==> src/rtl/pipe_hazard_ctrl.sv <==
// Pipeline sequencer for the 5-stage RV32I core: shadows EX/MEM/WB destinations
// to produce load-use stalls, redirect flushes, data-memory freezes and EX forwarding.
module pipe_hazard_ctrl #(
  parameter int CNT_W = 16
) (
  input  logic             clk,
  input  logic             rst_n,
  input  logic             id_valid,
  input  logic [4:0]       id_rs1,
  input  logic [4:0]       id_rs2,
  input  logic             id_use_rs1,
  input  logic             id_use_rs2,
  input  logic [4:0]       id_rd,
  input  logic             id_regwrite,
  input  logic [1:0]       id_memtoreg,
  input  logic             id_memop,
  input  logic             ex_redirect,
  input  logic             dmem_ready,
  output logic             stall_if,
  output logic             stall_id,
  output logic             flush_if,
  output logic             flush_id,
  output logic             freeze,
  output logic [1:0]       fwd_a,
  output logic [1:0]       fwd_b,
  output logic             mem_busy,
  output logic [CNT_W-1:0] cnt_lduse,
  output logic [CNT_W-1:0] cnt_flush,
  output logic [CNT_W-1:0] cnt_freeze
);

  typedef struct packed {
    logic       valid;
    logic [4:0] rd;
    logic       regwrite;
    logic       is_load;
    logic       memop;
    logic [4:0] rs1;
    logic [4:0] rs2;
    logic       use_rs1;
    logic       use_rs2;
  } shadow_t;

  typedef enum logic [0:0] {
    ST_RUN  = 1'b0,
    ST_WAIT = 1'b1
  } wait_state_t;

  shadow_t     ex_r;
  shadow_t     mem_r;
  shadow_t     wb_r;
  shadow_t     id_entry_s;
  wait_state_t state_r;
  logic        mem_busy_r;
  logic        lduse_s;
  logic        freeze_s;
  logic        flush_s;
  logic        stall_s;
  logic        advance_id_s;
  logic [1:0]  fwd_a_s;
  logic [1:0]  fwd_b_s;
  logic [CNT_W-1:0] cnt_lduse_r;
  logic [CNT_W-1:0] cnt_flush_r;
  logic [CNT_W-1:0] cnt_freeze_r;
  logic        unused_s;

  // A producer stage can feed an EX source only if it really writes a non-x0 register.
  function automatic logic fwd_hit(input shadow_t src, input logic [4:0] rs, input logic use_rs);
    return src.valid & src.regwrite & (src.rd != 5'd0) & (src.rd == rs) & use_rs;
  endfunction

  function automatic logic [CNT_W-1:0] sat_inc(input logic [CNT_W-1:0] v, input logic en);
    logic [CNT_W-1:0] r;
    if (en && (v != {CNT_W{1'b1}})) begin
      r = v + {{(CNT_W-1){1'b0}}, 1'b1};
    end else begin
      r = v;
    end
    return r;
  endfunction

  // Hazard detection with priority freeze > redirect > load-use.
  always_comb begin
    lduse_s  = id_valid & ex_r.valid & ex_r.is_load & (ex_r.rd != 5'd0) &
               ((id_use_rs1 & (id_rs1 == ex_r.rd)) | (id_use_rs2 & (id_rs2 == ex_r.rd)));
    freeze_s = mem_r.valid & mem_r.memop & ~dmem_ready;
    flush_s  = ex_redirect & ~freeze_s;
    stall_s  = lduse_s & ~ex_redirect & ~freeze_s;
    advance_id_s = id_valid & ~flush_s & ~stall_s;
  end

  // Shadow image of the instruction currently in ID.
  always_comb begin
    id_entry_s          = '0;
    id_entry_s.valid    = 1'b1;
    id_entry_s.rd       = id_rd;
    id_entry_s.regwrite = id_regwrite;
    id_entry_s.is_load  = (id_memtoreg == 2'b01);
    id_entry_s.memop    = id_memop;
    id_entry_s.rs1      = id_rs1;
    id_entry_s.rs2      = id_rs2;
    id_entry_s.use_rs1  = id_use_rs1;
    id_entry_s.use_rs2  = id_use_rs2;
  end

  // Forwarding selects for the instruction in EX; MEM is younger so it wins over WB.
  always_comb begin
    fwd_a_s = 2'b00;
    fwd_b_s = 2'b00;
    if (ex_r.valid) begin
      if (fwd_hit(mem_r, ex_r.rs1, ex_r.use_rs1)) begin
        fwd_a_s = 2'b01;
      end else if (fwd_hit(wb_r, ex_r.rs1, ex_r.use_rs1)) begin
        fwd_a_s = 2'b10;
      end else begin
        fwd_a_s = 2'b00;
      end
      if (fwd_hit(mem_r, ex_r.rs2, ex_r.use_rs2)) begin
        fwd_b_s = 2'b01;
      end else if (fwd_hit(wb_r, ex_r.rs2, ex_r.use_rs2)) begin
        fwd_b_s = 2'b10;
      end else begin
        fwd_b_s = 2'b00;
      end
    end else begin
      fwd_a_s = 2'b00;
      fwd_b_s = 2'b00;
    end
  end

  // Shadow pipeline: frozen as a whole, otherwise shifts with a bubble on stall/flush.
  always_ff @(posedge clk or negedge rst_n) begin
    if (!rst_n) begin
      ex_r  <= '0;
      mem_r <= '0;
      wb_r  <= '0;
    end else if (freeze_s) begin
      ex_r  <= ex_r;
      mem_r <= mem_r;
      wb_r  <= wb_r;
    end else begin
      wb_r  <= mem_r;
      mem_r <= ex_r;
      if (advance_id_s) begin
        ex_r <= id_entry_s;
      end else begin
        ex_r <= '0;
      end
    end
  end

  // Data-memory wait FSM; mem_busy is registered alongside the state.
  always_ff @(posedge clk or negedge rst_n) begin
    if (!rst_n) begin
      state_r    <= ST_RUN;
      mem_busy_r <= 1'b0;
    end else begin
      case (state_r)
        ST_RUN: begin
          if (freeze_s) begin
            state_r    <= ST_WAIT;
            mem_busy_r <= 1'b1;
          end else begin
            state_r    <= ST_RUN;
            mem_busy_r <= 1'b0;
          end
        end
        ST_WAIT: begin
          if (dmem_ready) begin
            state_r    <= ST_RUN;
            mem_busy_r <= 1'b0;
          end else begin
            state_r    <= ST_WAIT;
            mem_busy_r <= 1'b1;
          end
        end
        default: begin
          state_r    <= ST_RUN;
          mem_busy_r <= 1'b0;
        end
      endcase
    end
  end

  // Saturating lost-cycle counters.
  always_ff @(posedge clk or negedge rst_n) begin
    if (!rst_n) begin
      cnt_lduse_r  <= '0;
      cnt_flush_r  <= '0;
      cnt_freeze_r <= '0;
    end else begin
      cnt_lduse_r  <= sat_inc(cnt_lduse_r, stall_s);
      cnt_flush_r  <= sat_inc(cnt_flush_r, flush_s);
      cnt_freeze_r <= sat_inc(cnt_freeze_r, freeze_s);
    end
  end

  // WB only needs its destination fields; the rest of the entry is carried for symmetry.
  assign unused_s = ^wb_r;

  assign stall_if   = stall_s;
  assign stall_id   = stall_s;
  assign flush_if   = flush_s;
  assign flush_id   = flush_s;
  assign freeze     = freeze_s;
  assign fwd_a      = fwd_a_s;
  assign fwd_b      = fwd_b_s;
  assign mem_busy   = mem_busy_r;
  assign cnt_lduse  = cnt_lduse_r;
  assign cnt_flush  = cnt_flush_r;
  assign cnt_freeze = cnt_freeze_r;

endmodule

==> config.mk <==
export PLATFORM = sky130hd
export DESIGN_NAME = pipe_hazard_ctrl
export DESIGN_NICKNAME = d
export VERILOG_FILES = /design/src/rtl/pipe_hazard_ctrl.sv
export SDC_FILE = /design/constraint.sdc
export NUM_CORES = 1
export LEC_CHECK = 0
export CAP_MARGIN = 10
export CORE_ASPECT_RATIO = 1.25
export CORE_UTILIZATION = 45
export CTS_CLUSTER_DIAMETER = 40
export CTS_CLUSTER_SIZE = 25
export DETAILED_ROUTE_END_ITERATION = 6
export PLACE_DENSITY = 0.71
export SLEW_MARGIN = 0
export SYNTH_ARGS = -nofsm -noshare
export SYNTH_HDL_FRONTEND = slang
export SYNTH_SLANG_ARGS = --single-unit
==> constraint.sdc <==
create_clock -name clk -period 4.1 [get_ports clk]
set_input_delay 0.82 -clock clk [delete_from_list [all_inputs] [get_ports clk]]
set_output_delay 0.82 -clock clk [all_outputs]
set_load 0.01 [all_outputs]
==> metrics.md <==
| Metric | Value |
|---|---|
| Result of the run | `finished, final reports clean` |
| Total vias in the final route | `3,174` |
| CTS tree | `built` |
| Overall die height | `109.5 um` |
| Number of cells upsized or downsized after cts | `0` |
| Average size of a mapped cell | `~11 sq um` |
| Final-layout setup total negative slack | `0 ns` |
| Number of DRC violations after detailed-routing iteration 0 | `171` |
| Routed wire length per instance | `15.78 um` |
| P per Cell Area | `roughly 350 mW/mm^2` |
| Worst-path maximum fanout | `2` |
| Syn_nets | `between 400 and 500` |
| Root buffer selected by CTS | `sky130_fd_sc_hd__clkbuf_8` |
| Clock skew | `0.01434 ns` |
| Clk Latency, worst-skew pair | `0.35 ns` |
| Vias per cell | `5.326` |
| Full die area | `about 0.0096 sq mm` |
| Final setup violation count | `0` |
| Synthesis-to-finish area growth | `26.86%` |
| Path type of the worst min-delay path | `flip-flop to flip-flop` |
| Synth warnings | `0` |
| Post-route DRC | `0` |
| Row count | `38` |
| Number of flops mapped to enable cells by yosys | `0` |
| Most common library cell in the layout ignoring fill and taps | `sky130_fd_sc_hd__dfrtp_1` |
| Gate count after technology mapping | `386` |
| Number of clock sinks | `85` |
| Worst-case setup slack after placement | `between 0.5 and 0.6 ns` |
| Kind of critical path | `input port to output pin` |
| Global Route Usage Sum | `20.73%` |
| Async set-reset flop share out of synthesis | `between 90% and 100%` |
| Critical Path End Type | `output pin` |
| Most repeated library cell on the critical path | `sky130_fd_sc_hd__clkdlybuf4s50_1` |
| Final instance count without filler cells | `596` |
| Cell Chain, Critical Path | `clkdlybuf4s50_1, xor2_1, nor4_2, a32oi_2, nor2_1, clkdlybuf4s50_1` |
| Maximum clock insertion buffer count | `2` |
| Effective utilization at floorplan | `between 40% and 50%` |
| Final WS setup | `roughly 0.55 ns` |
| Clock buffer count from CTS | `9` |
| Flip-flop and latch count after synthesis | `85` |
| Count of final hold-check violations | `0` |
| Fmax | `approximately 0.28 GHz` |
| Placed wire-length estimate | `6466 um` |
| Count of fill cells added during filler insertion | `783` |
| Count of antenna diodes in the layout | `0` |
| Maximum number of pins on one net before global-route repair | `75` |
| IO Count | `84` |
| Relative slew slack | `around 37%` |
| Peak supply drop | `0.2792 mV` |
| # nets final | `500` |
| Number of hold buffers added after CTS | `0` |
| CP arrival | `2.73 ns` |
| Worst setup SP type | `input port` |
| Crit share post-route | `roughly 87%` |
| RD Place Congestion | `0.8125` |
| Number of search-and-repair iterations in the first detailed-routing pass | `4` |
| Measured slew at the worst slew-check pin | `0.9451 ns` |
| Number of distinct library cells after synthesis | `43` |
| CP Data Required Time | `3.28 ns` |
| Slowest stage delay, CP | `between 0.5 and 0.6 ns` |
| Min Clock Period, post-route | `roughly 3.5 ns` |
| Dpl cells | `580` |
| # port buffers | `83` |
| Setup repair after global routing missed its margin | `no` |
| Leakage | `2.407 nW` |
| Area of the core | `around 0.0088 sq mm` |
| Clock transition time at the flip-flop clock pins of the worst setup and hold paths | `0.08 ns` |
| Number of max-capacitance violations reported | `0` |
| Cell with the largest stage delay on the worst path | `sky130_fd_sc_hd__clkdlybuf4s50_1` |
| Total gr overflow | `0` |
| Post-synthesis cell area | `roughly 0.0042 sq mm` |
| Initial antenna violation count | `0` |
| Number of global-route vias before repair | `3,137` |
| Die width | `88 um` |
| Post-CTS Setup Bufs | `0` |
| Wire length of the first global-routing pass | `~15,000 um` |
| Antenna-violating nets left | `0` |
| Final WL | `9407 um` |
| Main synth FF type | `sky130_fd_sc_hd__dfrtp_1` |
| Most frequent cells in the layout | `85 x sky130_fd_sc_hd__dfrtp_1, 82 x sky130_fd_sc_hd__clkdlybuf4s50_1, 60 x sky130_fd_sc_hd__nand2_1` |
| H-tree depth reported by CTS | `3` |
| Share of the yosys chip area belonging to registers | `between 50% and 60%` |
| Count of pins over their slew limit | `0` |
| Ratio of cells with drive above 1 in the final layout | `~7.8%` |
through the flow:
| step | hold WS (ns) | area [sq um] | total power [mW] | util (%) |
|---|---|---|---|---|
| after floorplan | 0.4351 | 4160 | 1.114 | - |
| after global placement | 0.4481 | 5094 | 1.275 | 57.60 |
| after detailed placement | 0.4472 | 5094 | 1.282 | 57.60 |
| after CTS | 0.4727 | 5278 | 1.846 | 59.68 |
| after global routing | 0.4988 | 5278 | 1.907 | 59.68 |
| final | 0.4729 | 5278 | 1.826 | 59.68 |
layout make-up:
cell class / count / area [sq um] / area share [%]
inverter: 8 / 30.03 / 0.5690
clock buffer: 10 / 137.6 / 2.608
tap: 120 / 150.1 / 2.845
timing repair buffer: 88 / 865.8 / 16.41
clock inverter: 6 / 46.29 / 0.8772
multi-input combinational: 279 / 1921 / 36.39
sequential: 85 / 2127 / 40.30
synthesized netlist by cell type, types with 2 or more instances:
library cell | n | area [sq um]
sky130_fd_sc_hd__buf_1 | 2 | 7.510
sky130_fd_sc_hd__nor4_2 | 3 | 37.54
sky130_fd_sc_hd__and3_1 | 5 | 31.28
sky130_fd_sc_hd__nor2_1 | 10 | 37.54
sky130_fd_sc_hd__nand2b_1 | 3 | 18.77
sky130_fd_sc_hd__inv_1 | 7 | 26.28
sky130_fd_sc_hd__nand4_1 | 20 | 125.1
sky130_fd_sc_hd__xnor2_1 | 29 | 254.0
sky130_fd_sc_hd__xor2_1 | 44 | 385.4
sky130_fd_sc_hd__or4_1 | 3 | 22.52
sky130_fd_sc_hd__a22o_1 | 18 | 157.7
sky130_fd_sc_hd__buf_4 | 5 | 37.54
sky130_fd_sc_hd__nand2_1 | 60 | 225.2
sky130_fd_sc_hd__mux2_2 | 4 | 45.04
sky130_fd_sc_hd__and4_1 | 3 | 26.28
sky130_fd_sc_hd__nor4b_1 | 5 | 43.79
sky130_fd_sc_hd__dfrtp_1 | 85 | 2127
sky130_fd_sc_hd__nor3_1 | 13 | 65.06
sky130_fd_sc_hd__clkbuf_1 | 3 | 11.26
sky130_fd_sc_hd__o21ai_0 | 2 | 10.01
sky130_fd_sc_hd__nand3_1 | 17 | 85.08
sky130_fd_sc_hd__nor3b_1 | 2 | 15.01
sky130_fd_sc_hd__nor4_1 | 13 | 81.33
sky130_fd_sc_hd__ha_1 | 3 | 37.54
sky130_fd_sc_hd__buf_2 | 3 | 15.01
sky130_fd_sc_hd__and2_1 | 7 | 43.79
cells by family (layout without fill, tap and decap cells):
family / Yosys count / count (layout) / synth area share, %
fa+ha+maj: 3 / 3 / 0.9024
xor+xnor: 73 / 73 / 15.37
flops: 85 / 85 / 51.13
simple gates: 169 / 169 / 22.11
compound gates: 30 / 30 / 6.707
mux: 4 / 4 / 1.083
buf+inv: 22 / 112 / 2.707
per-layer routing:
metal  vias to the layer above  wire, um  global-route usage [%]
met5                         -         0                       0
met4                         0       125                   7.143
met3                        12       405                   3.979
met2                        69      4723                   35.11
met1                      1569      4152                   26.42
li1                       1524         -                       -
flip-flops by register name (all words and copies together), names as in the netlist:
| register | count |
|---|---|
| cnt_lduse | 16 |
| wb_r | 7 |
| cnt_freeze | 16 |
| mem_busy | 1 |
| cnt_flush | 16 |
| ex_r | 21 |
| mem_r | 8 |
final timing paths:
| check | from | end | slack, ns | depth (start not counted) |
|---|---|---|---|---|
| worst max-delay path | id_rs1[4] | stall_id | 0.55 | 6 |
| worst min-delay path | ex_r[12] | mem_r[12] | 0.47 | 1 |
| worst max register to register | ex_r[16] | ex_r[13] | 1.83 | 5 |
| worst min register to register | ex_r[12] | mem_r[12] | 0.47 | 1 |
| max in group asynchronous | rst_n | ex_r[9] | 2.79 | 2 |
| min in group asynchronous | rst_n | cnt_lduse[10] | 0.60 | 1 |
worst max-delay path: cells and delay by family:
kind	cells	cell delay (ns)
AO/OA/AOI/OAI	1	0.18
AND/OR/NAND/NOR	2	0.56
XOR/XNOR	1	0.16
buffers and inverters	2	1.01
power by group:
part	switching, mW	internal [mW]
Combinational	0.121	0.166
Clock	0.320	0.241
Sequential	0.0814	0.896
Power figures use the tool's default switching activity.
